--- src/rtl/serializer_ddr_if.sv ---
// Handshake and DDR output bundle for serializer_ddr.
// Word width and lane count must match the serializer_ddr instance.
interface serializer_ddr_if #(
  parameter int DATA_W = 8,
  parameter int LANES  = 1
);
  logic                      oe;
  logic                      in_valid;
  logic [LANES*DATA_W-1:0]   in_data;
  logic                      in_ready;
  logic                      txclk_en;
  logic [LANES-1:0]          tx_rise;
  logic [LANES-1:0]          tx_fall;
  logic                      busy;

  modport master (
    output oe, in_valid, in_data,
    input  in_ready, txclk_en, tx_rise, tx_fall, busy
  );

  modport slave (
    input  oe, in_valid, in_data,
    output in_ready, txclk_en, tx_rise, tx_fall, busy
  );
endinterface

--- src/rtl/serializer_ddr.sv ---
// Multi-lane DDR serializer: sync pair, then MSB-first bit pairs per lane, all outputs registered.
// Define SERIALIZER_PARITY_EN to append one even-parity pair to every frame.
//
// state  | meaning
// INIT   | outputs low, wait counter cleared, leaves once oe is high
// WAIT   | forwarded clock running for WAIT_LEN cycles before data
// IDLE   | clock running, pairs 00, ready for a word
// SYNC   | every lane drives (1,0)
// SEND   | data beats, two bits per lane per cycle
// PARITY | (macro only) each lane drives (^word,0)
module serializer_ddr #(
  parameter int DATA_W   = 8,
  parameter int LANES    = 1,
  parameter int WAIT_LEN = 100
) (
  input  logic             clk,
  input  logic             reset,
  serializer_ddr_if.slave  bus
);

  localparam int BEATS  = DATA_W / 2;
  localparam int BEAT_W = (BEATS > 1) ? $clog2(BEATS) : 1;
  localparam int WAIT_W = $clog2(WAIT_LEN + 1);
  localparam logic [BEAT_W-1:0] LAST_BEAT = BEAT_W'(BEATS - 1);
  localparam logic [WAIT_W-1:0] WAIT_LAST = WAIT_W'(WAIT_LEN - 1);

  if (DATA_W < 2 || (DATA_W % 2) != 0) begin : g_bad_data_w
    $error("serializer_ddr: DATA_W must be even and >= 2");
  end
  if (WAIT_LEN < 1) begin : g_bad_wait_len
    $error("serializer_ddr: WAIT_LEN must be >= 1");
  end

  typedef enum logic [2:0] {
    S_INIT,
    S_WAIT,
    S_IDLE,
    S_SYNC,
    S_SEND
`ifdef SERIALIZER_PARITY_EN
    , S_PARITY
`endif
  } state_t;

  state_t                        state_q, state_d;
  logic [BEAT_W-1:0]             beat_q, beat_d;
  logic [WAIT_W-1:0]             wait_q, wait_d;
  logic [LANES-1:0][DATA_W-1:0]  sh_q, sh_d;
`ifdef SERIALIZER_PARITY_EN
  logic [LANES-1:0]              par_q, par_d;
`endif
  logic                          in_ready_q, in_ready_d;
  logic                          txclk_en_q, txclk_en_d;
  logic                          busy_q, busy_d;
  logic [LANES-1:0]              rise_q, rise_d;
  logic [LANES-1:0]              fall_q, fall_d;
  logic                          accept;
  logic                          frame_end;

  always_comb begin
    state_d    = state_q;
    beat_d     = beat_q;
    wait_d     = wait_q;
    sh_d       = sh_q;
`ifdef SERIALIZER_PARITY_EN
    par_d      = par_q;
`endif
    in_ready_d = 1'b0;
    txclk_en_d = 1'b1;
    busy_d     = 1'b0;
    rise_d     = '0;
    fall_d     = '0;

    // in_ready_q is high exactly in IDLE and at the frame boundary
    accept = bus.in_valid && in_ready_q;
`ifdef SERIALIZER_PARITY_EN
    frame_end = (state_q == S_PARITY);
`else
    frame_end = (state_q == S_SEND) && (beat_q == LAST_BEAT);
`endif

    if (state_q == S_IDLE || frame_end) begin
      if (accept) begin
        state_d = S_SYNC;
        sh_d    = bus.in_data;
`ifdef SERIALIZER_PARITY_EN
        for (int k = 0; k < LANES; k++) begin
          par_d[k] = ^bus.in_data[k*DATA_W +: DATA_W];
        end
`endif
        busy_d  = 1'b1;
        rise_d  = '1;
      end else begin
        state_d    = S_IDLE;
        in_ready_d = 1'b1;
      end
    end else begin
      case (state_q)
        S_INIT: begin
          wait_d  = '0;
          state_d = S_WAIT;
        end
        S_WAIT: begin
          if (wait_q == WAIT_LAST) begin
            state_d    = S_IDLE;
            wait_d     = '0;
            in_ready_d = 1'b1;
          end else begin
            wait_d = wait_q + 1'b1;
          end
        end
        S_SYNC, S_SEND: begin
          busy_d = 1'b1;
`ifdef SERIALIZER_PARITY_EN
          if (state_q == S_SEND && beat_q == LAST_BEAT) begin
            state_d    = S_PARITY;
            rise_d     = par_q;
            in_ready_d = 1'b1;
          end else begin
`else
          begin
`endif
            state_d = S_SEND;
            beat_d  = (state_q == S_SYNC) ? '0 : beat_q + 1'b1;
            for (int k = 0; k < LANES; k++) begin
              rise_d[k] = sh_q[k][DATA_W-1];
              fall_d[k] = sh_q[k][DATA_W-2];
              sh_d[k]   = sh_q[k] << 2;
            end
`ifndef SERIALIZER_PARITY_EN
            if (beat_d == LAST_BEAT) in_ready_d = 1'b1;
`endif
          end
        end
        default: state_d = S_INIT;
      endcase
    end

    // oe low aborts everything, including a frame in flight
    if (!bus.oe) begin
      state_d    = S_INIT;
      wait_d     = '0;
      in_ready_d = 1'b0;
      txclk_en_d = 1'b0;
      busy_d     = 1'b0;
      rise_d     = '0;
      fall_d     = '0;
    end
  end

  always_ff @(posedge clk or posedge reset) begin
    if (reset) begin
      state_q    <= S_INIT;
      beat_q     <= '0;
      wait_q     <= '0;
      sh_q       <= '0;
`ifdef SERIALIZER_PARITY_EN
      par_q      <= '0;
`endif
      in_ready_q <= 1'b0;
      txclk_en_q <= 1'b0;
      busy_q     <= 1'b0;
      rise_q     <= '0;
      fall_q     <= '0;
    end else begin
      state_q    <= state_d;
      beat_q     <= beat_d;
      wait_q     <= wait_d;
      sh_q       <= sh_d;
`ifdef SERIALIZER_PARITY_EN
      par_q      <= par_d;
`endif
      in_ready_q <= in_ready_d;
      txclk_en_q <= txclk_en_d;
      busy_q     <= busy_d;
      rise_q     <= rise_d;
      fall_q     <= fall_d;
    end
  end

  assign bus.in_ready = in_ready_q;
  assign bus.txclk_en = txclk_en_q;
  assign bus.busy     = busy_q;
  assign bus.tx_rise  = rise_q;
  assign bus.tx_fall  = fall_q;

endmodule

--- src/flat_wrapper.sv ---
// flat-port wrapper written by rule: the top's interface ports become plain ports
module serializer_ddr_flat 
#(
  parameter int DATA_W   = 8,
  parameter int LANES    = 1,
  parameter int WAIT_LEN = 100
)
  (clk, reset, bus_oe, bus_in_valid, bus_in_data, bus_in_ready, bus_txclk_en, bus_tx_rise, bus_tx_fall, bus_busy);
  serializer_ddr_if #(.DATA_W(DATA_W), .LANES(LANES)) bus_i ();
  input  logic clk;
  input  logic reset;
  input wire logic [$bits(bus_i.oe)-1:0] bus_oe;
  input wire logic [$bits(bus_i.in_valid)-1:0] bus_in_valid;
  input wire logic [$bits(bus_i.in_data)-1:0] bus_in_data;
  output wire logic [$bits(bus_i.in_ready)-1:0] bus_in_ready;
  output wire logic [$bits(bus_i.txclk_en)-1:0] bus_txclk_en;
  output wire logic [$bits(bus_i.tx_rise)-1:0] bus_tx_rise;
  output wire logic [$bits(bus_i.tx_fall)-1:0] bus_tx_fall;
  output wire logic [$bits(bus_i.busy)-1:0] bus_busy;
  assign bus_i.oe = bus_oe;
  assign bus_i.in_valid = bus_in_valid;
  assign bus_i.in_data = bus_in_data;
  assign bus_in_ready = bus_i.in_ready;
  assign bus_txclk_en = bus_i.txclk_en;
  assign bus_tx_rise = bus_i.tx_rise;
  assign bus_tx_fall = bus_i.tx_fall;
  assign bus_busy = bus_i.busy;
  serializer_ddr #(.DATA_W(DATA_W), .LANES(LANES), .WAIT_LEN(WAIT_LEN)) u_core (.clk(clk), .reset(reset), .bus(bus_i));
endmodule
--- config.mk ---
export PLATFORM = sky130hd
export DESIGN_NAME = serializer_ddr_flat
export DESIGN_NICKNAME = d
export VERILOG_FILES = /design/src/rtl/serializer_ddr_if.sv /design/src/rtl/serializer_ddr.sv /design/src/flat_wrapper.sv
export SDC_FILE = /design/constraint.sdc
export NUM_CORES = 1
export LEC_CHECK = 0
export CAP_MARGIN = 25
export CELL_PAD_IN_SITES_DETAIL_PLACEMENT = 1
export CELL_PAD_IN_SITES_GLOBAL_PLACEMENT = 1
export CORE_MARGIN = 4
export CORE_UTILIZATION = 38
export CTS_BUF_LIST = sky130_fd_sc_hd__clkbuf_16
export CTS_CLUSTER_DIAMETER = 60
export DETAILED_ROUTE_END_ITERATION = 8
export GPL_TIMING_DRIVEN = 0
export PLACE_DENSITY_LB_ADDON = 0.08
export SYNTH_ARGS = -nofsm -noshare
export SYNTH_HDL_FRONTEND = slang
export SYNTH_SLANG_ARGS = --single-unit
--- constraint.sdc ---
create_clock -name clk -period 1.8 [get_ports clk]
set_input_delay 0.18 -clock clk [delete_from_list [all_inputs] [get_ports clk]]
set_output_delay 0.18 -clock clk [all_outputs]
set_load 0.01 [all_outputs]
# Word-level counts from Yosys, hierarchy flattened
# Cells that the tools add are included.
[classes] n_addsub=2 eq_ne=11 n_mux=30 n_bitwise=1 n_reduce_logical=9
[ops] cell="$mux 8" count=3
[ops] cell="$mux 7" count=3
[ops] cell="$mux 1" count=17
[ops] cell="$pmux 7 s2" count=1
[ops] cell="$mux 3" count=3
[ops] cell="$pmux 3 s3" count=1
[ops] cell="$add 7x1->7 const B" count=1
[ops] cell="$eq 7x7->1 const B" count=1
[ops] cell="$eq 3x2->1 const B" count=2
[ops] cell="$reduce_and 2->1" count=3
[ops] cell="$eq 2x2->1 const B" count=2
[ops] cell="$ne 4x2->1 const B" count=1
[ops] cell="$eq 3x1->1 const B" count=1
[ops] cell="$eq 3x3->1 const B" count=1
[ops] cell="$logic_not 3->1" count=1
[ops] cell="$ne 3x1->1 const B" count=1
[ops] cell="$add 2x1->2 const B" count=1
[ops] cell="$logic_and 1x1->1" count=2
[ops] cell="$mux 2" count=1
[ops] cell="$ne 2x1->1 const B" count=1
[ops] cell="$ne 2x2->1 const B" count=1
[ops] cell="$pmux 1 s2" count=1
[ops] cell="$reduce_bool 2->1" count=1
[ops] cell="$reduce_or 2->1" count=1
[ops] cell="2 further kinds" count=2
[word_totals] reg_bits=25 in_bits=12 output_inout_bits=5 word_cells=62

# Depth between registers and ports, before layout
[depth] ltp_word=7 ltp_mapped=6 ltp_nobuf=5

# Worst setup path after synthesis
# No wires, ideal clock.
[synth_timing] path_type="register to register" from="register u_core.beat_q[0]" to="register u_core.sh_q[2] in the netlist's numbering" setup_time_ps=125 arrival_time_ps=1647 t_required_ps=1675 path_slack_ps=27 path_stages_with_launch=7 n_path_buf=1 path_cell_list="dfrtp_1 ha_1 nor4b_2 a21oi_1 and2_4 buf_6 mux2_4"
[synth_via] elab_chain_cells=5
[synth_rtl] item="from (decl)" line="serializer_ddr.sv:46" text="logic [BEAT_W-1:0] beat_q, beat_d;"
[synth_rtl] item="from (signal assigned)" line="serializer_ddr.sv:167" text="beat_q <= beat_d;"
[synth_rtl] item="$eq 2x2->1 *" line="serializer_ddr.sv:79" text="frame_end = (state_q == S_SEND) && (beat_q == LAST_BEAT);"
[synth_rtl] item="$logic_and 1x1->1 *" line="serializer_ddr.sv:79"
[synth_rtl] item="$logic_or 1x1->1 *" line="serializer_ddr.sv:82" text="if (state_q == S_IDLE || frame_end) begin"
[synth_rtl] item="$ne 2x1->1 (no line) or $reduce_bool 2->1 (tied branches)"
[synth_rtl] item="$reduce_and 2->1 (no line)"
[synth_rtl] item="to (signal assigned)" line="serializer_ddr.sv:156" text="sh_q <= '0;"
[synth_rtl] item="to (signal assigned)" line="serializer_ddr.sv:169" text="sh_q <= sh_d;"
[synth_rtl] item="to (decl)" line="serializer_ddr.sv:48" text="logic [LANES-1:0][DATA_W-1:0] sh_q, sh_d;"
# Every way passes the cells marked *; elsewhere a longest branch is shown, timed or not.
# A chain may end at the register's enable or synchronous reset.

# Worst setup path in the final report
[layout_timing] from="register u_core.state_q[1]" to="register u_core.sh_q[6] in the netlist's numbering"
[layout_via] elab_chain_cells=5
[layout_rtl] item="from (decl)" line="serializer_ddr.sv:45" text="state_t state_q, state_d;"
[layout_rtl] item="from (signal assigned)" line="serializer_ddr.sv:166" text="state_q <= state_d;"
[layout_rtl] item="$eq 3x3->1" line="serializer_ddr.sv:79, serializer_ddr.sv:98"
[layout_rtl] item="$logic_and 1x1->1" line="serializer_ddr.sv:79"
[layout_rtl] item="$logic_or 1x1->1" line="serializer_ddr.sv:82"
[layout_rtl] item="$ne 2x1->1 (no line) or $reduce_bool 2->1 (tied branches)"
[layout_rtl] item="$reduce_and 2->1 (no line)"
# Several ways; a longest one is shown, not always the timed one.

==> reports/results.md <==
| Metric | Reported | Unit |
| --- | --- | --- |
| Mux cell area share after synthesis | 0.123 | - |
| FFs w/ async S/R, synth | 1.00 | - |
| Skew final | 0.00318 | ns |
| CP startpoint kind | flip-flop | - |
| Area fraction in and, or, nand and nor cells after synthesis | 0.187 | - |
| Area fraction in compound gates after synthesis | 0.103 | - |
| Crit Path Max Fanout | 8 | - |
| Setup Crit Path Kind | flip-flop to flip-flop | - |
| Met3 routed wirelength | 74 | µm |
| Clock Root Buffer | sky130_fd_sc_hd__clkbuf_16 | - |
| Ports placed on the boundary | 17 | - |
| Total of fill cells in the finished design | 354 | - |
| Worst hold margin | 0.154 | ns |
| Via count of the routed design | 923 | - |
| Required time worst endpoint | 1.94 | ns |
| Clock tree from TritonCTS | done | - |
| Routed wire length per instance | 15.0 | µm |
| Relative slew slack | 0.686 | - |
| Number of endpoints with negative hold slack in the final report | 0 | - |
| Max stage delay on crit path | 0.37 | ns |
| Final std cell area, no fill | 1710 | µm² |
| Vert. Die Dim | 66.0 | µm |
| Pin count of the biggest net entering global routing | 26 | - |
| Starting utilization of the core area | 0.408 | - |
| Post-DR vias/cell | 5.02 | - |
| Post-route clock period utilization | 0.971 | - |
| Share of final-layout standard cells stronger than drive strength 1 | 0.264 | - |
| Cells along the critical path | buf_6 > buf_12 > nor4b_4 > a21oi_2 > and2_4 > buf_6 > mux2_4 | - |
| Reg2Reg Depth | 7 | - |
| CTS HTree Levels | 1 | - |
| Port buffer count | 16 | - |
| Worst setup EP type | flip-flop | - |
| Antenna diode count | 0 | - |
| Adder-cell area share of the yosys netlist | 0.0196 | - |
| Startpoint of the most critical setup path | u_core.state_q[1]$_DFFE_PP0P_ | - |
| Number of warnings reported in the yosys synthesis log | 0 | - |
| Post-synth cell types | 36 | - |
| Met2 layer wire length in the routed design | 1440 | µm |
| Length of routed wiring on met1 | 1220 | µm |
| Number of remaining DRC errors | 0 | - |
| Setup-violating endpoint count in the final report | 0 | - |
| Number of max-slew violations in the final report | 0 | - |
| Placed Area | 1490 | µm² |
| Die area | 4350 | µm² |
| Inserted Clock Buffers | 3 | - |
| Combined global-route utilization of all metal layers | 0.138 | - |
| Global route overflow | 0 | - |
| Vias in the first global route | 974 | - |
| Routability cong. | 0.695 | - |
| First-pass GRT wire length | 4700 | µm |
| Clock Pin Slew Worst Setup and Hold Paths | 0.07 | ns |
| Total power of the final layout | 0.00115 | W |
| Detailed placer's ending HPWL | 1840 | µm |
| Most frequently used flop master after synthesis | sky130_fd_sc_hd__dfrtp_1 | - |
| Most repeated library cell on the critical path | sky130_fd_sc_hd__buf_6 | - |
| CORE AREA | 3130 | µm² |
| Maximum root-to-sink buffer count | 2 | - |
| Count of nets after finishing | 155 | - |
| Least-Margin Pin Slew | 0.467 | ns |
| Initial antenna violation count | 0 | - |
| Internal reg-to-reg setup slack | 0.05 | ns |
| Iter 0 DRT Violations | 30 | - |
| R2r startpoint | u_core.state_q[1]$_DFFE_PP0P_ | - |
| Synth Register Bits | 25 | - |
| Total area of sequential cells | 628 | µm² |
| Power density normalized to cell area | 673 | nW/µm² |
| Avg Inst Size Synth | 11.3 | µm² |
| Highest attainable clock frequency | 572 | MHz |
| Synthesis-to-finish area growth | 33.8 | % |
| Largest family of logic cells by synthesized area | simple AND/OR/NAND/NOR gates | - |
| Cts hold-fix bufs | 0 | - |
| Number of clock sinks | 25 | - |
| Site row count | 20 | - |
| XOR/XNOR share of the synthesized area | 0.0411 | - |
| Overall routed net length | 2750 | µm |
| Post-layout minimum cycle time | 1.75 | ns |
| Max_cap viols | 0 | - |
| Die outline width | 66.0 | µm |
| Synthesized area | 1280 | µm² |
| Count of TritonRoute iterations in the first routing pass | 3 | - |
| EDFF count, synth | 0 | - |
| Status | finished, final reports clean | - |
| Data arrival time of the critical path | 1.89 | ns |
| Top routing layer in use | met4 | - |
| Leakage dissipation | 0.793 | nW |
| Worst min-delay path class | primary input to asynchronous set/reset pin | - |
| Setup repair after global routing missed its margin | false | - |
| Worst reg2reg endpoint | u_core.sh_q[6]$_DFFE_PP0P_ | - |
| Number of routed nets with antenna violations | 0 | - |
| Synthesized Nets | 127 | - |
| Utilization after layout | 0.546 | - |
| Post-synthesis instance total | 113 | - |
| Post-synthesis sequential area ratio | 0.490 | - |
| Post-synth top area share | 0.490 | - |
| Worst ir drop on vdd | 0.415 | mV |
| Slowest cell on the critical path | sky130_fd_sc_hd__dfrtp_1 | - |
| Worst Setup EP | u_core.sh_q[6]$_DFFE_PP0P_ | - |
| Largest cells by area after synthesis | sky130_fd_sc_hd__dfrtp_1 49%, sky130_fd_sc_hd__mux2_4 7.1%, sky130_fd_sc_hd__mux2_2 5.3% | - |
| Multi-input combinational cell area | 649 | µm² |
| Clock latency on the worst-skew pair | 0.26 | ns |
| Largest area contributor in the netlist | sky130_fd_sc_hd__dfrtp_1 | - |
-- stage by stage --
stage	setup slack, ns	setup TNS, ns	cells
detailed placement	-0.184	-1.09	173
global placement	-0.173	-1.03	173
floorplan	0.0274	0	113
global route	0.00314	0	184
finish	0.0519	0	184
CTS	0.00689	0	180
-- synthesized netlist by cell type (3+ instances only) --
master / n
sky130_fd_sc_hd__mux2_2: 6
sky130_fd_sc_hd__nand2_1: 9
sky130_fd_sc_hd__and3_1: 4
sky130_fd_sc_hd__nor2b_1: 4
sky130_fd_sc_hd__nand3_1: 3
sky130_fd_sc_hd__o21ai_0: 3
sky130_fd_sc_hd__mux2_4: 6
sky130_fd_sc_hd__xor2_1: 5
sky130_fd_sc_hd__dfrtp_1: 25
sky130_fd_sc_hd__nor2_1: 9
sky130_fd_sc_hd__inv_1: 4
sky130_fd_sc_hd__a21boi_0: 3
-- cell type report --
cell class / instances / share of cell area
Buffer: 4 / 0.0198
Clock buffer: 3 / 0.0439
Clock inverter: 1 / 0.00439
Inverter: 4 / 0.00878
Multi-Input combinational cell: 80 / 0.380
Sequential cell: 25 / 0.367
Tap cell: 44 / 0.0322
Timing Repair Buffer: 23 / 0.143
-- worst min-delay path by stage --
stage	cells past startpoint	slack (ns)	endpoint
3_3_place_gp	1	0.49	u_core.sh_q[5]$_DFFE_PP0P_
5_1_grt	2	0.18	u_core.sh_q[2]$_DFFE_PP0P_
2_1_floorplan	1	0.21	u_core.beat_q[0]$_DFFE_PP0P_
3_5_place_dp	1	0.49	u_core.sh_q[2]$_DFFE_PP0P_
6_report	2	0.15	u_core.sh_q[2]$_DFFE_PP0P_
4_1_cts	1	0.38	u_core.bus.txclk_en$_DFF_PP0_
-- per-layer routing --
layer  up-vias  GRT usage
met3         2     0.0340
met2        10      0.247
met1       465      0.166
met5         -          0
met4         0     0.0305
li1        446          -
-- layout by cell type (no fill, tap or decap), drive strengths merged --
cell type       n
a21boi          3
buf             9
or2b            1
inv             4
nand3           3
o21a            1
and2            3
o211a           1
nand2           9
nor3b           1
ha              2
clkbuf          5
xor2            5
nand4b          1
a21oi           2
dfrtp          25
mux2           12
a21o            3
clkdlybuf4s50  16
nor2            9
a221oi          2
nand4           2
or3b            1
and3            4
nand4bb         1
o21ai           5
or2             1
nor4b           1
clkinvlp        1
nor2b           4
nor3            1
o31a            1
xnor2           1
-- sequential cells by signal (all words and copies together) (netlist names) --
register and cells:
u_core.bus.txclk_en 1, u_core.beat_q 2, u_core.bus.in_ready 1, u_core.wait_q 7
u_core.bus.busy 1, u_core.sh_q 8, u_core.bus.tx_rise 1, u_core.bus.tx_fall 1
u_core.state_q 3
-- power by group --
part	switching [W]	leakage, nW	total (W)	internal [W]
logic	0.0000287	0.420	0.0000687	0.0000400
registers	0.00000483	0.336	0.000573	0.000568
clock network	0.000206	0.0371	0.000508	0.000302
total	0.000240	0.793	0.00115	0.000910
-- cell families (layout without fill, tap and decap cells) --
logic type                 count (synthesis)  after routing
AOI/OAI and AO/OA                         18             18
xor gates and xnor gates                   6              6
adders and majority gates                  2              2
buffers and inverters                      8             35
DFF                                       25             25
muxes                                     12             12
and+or+nand+nor                           42             42
-- worst max-delay path, delay by kind of cell, from the launching register on --
family          cells  cell delay [ns]
compound gates      1             0.08
buf+inv             3             0.37
flops               1             0.37
mux                 1             0.29
simple gates        2             0.50
-- repair_timing --
item	CTS	global route
resized for setup	6	3
buffers inserted	3	3
pin swaps	2	1
endpoints found under the setup margin	6	6
Power figures use the tool's default switching activity.
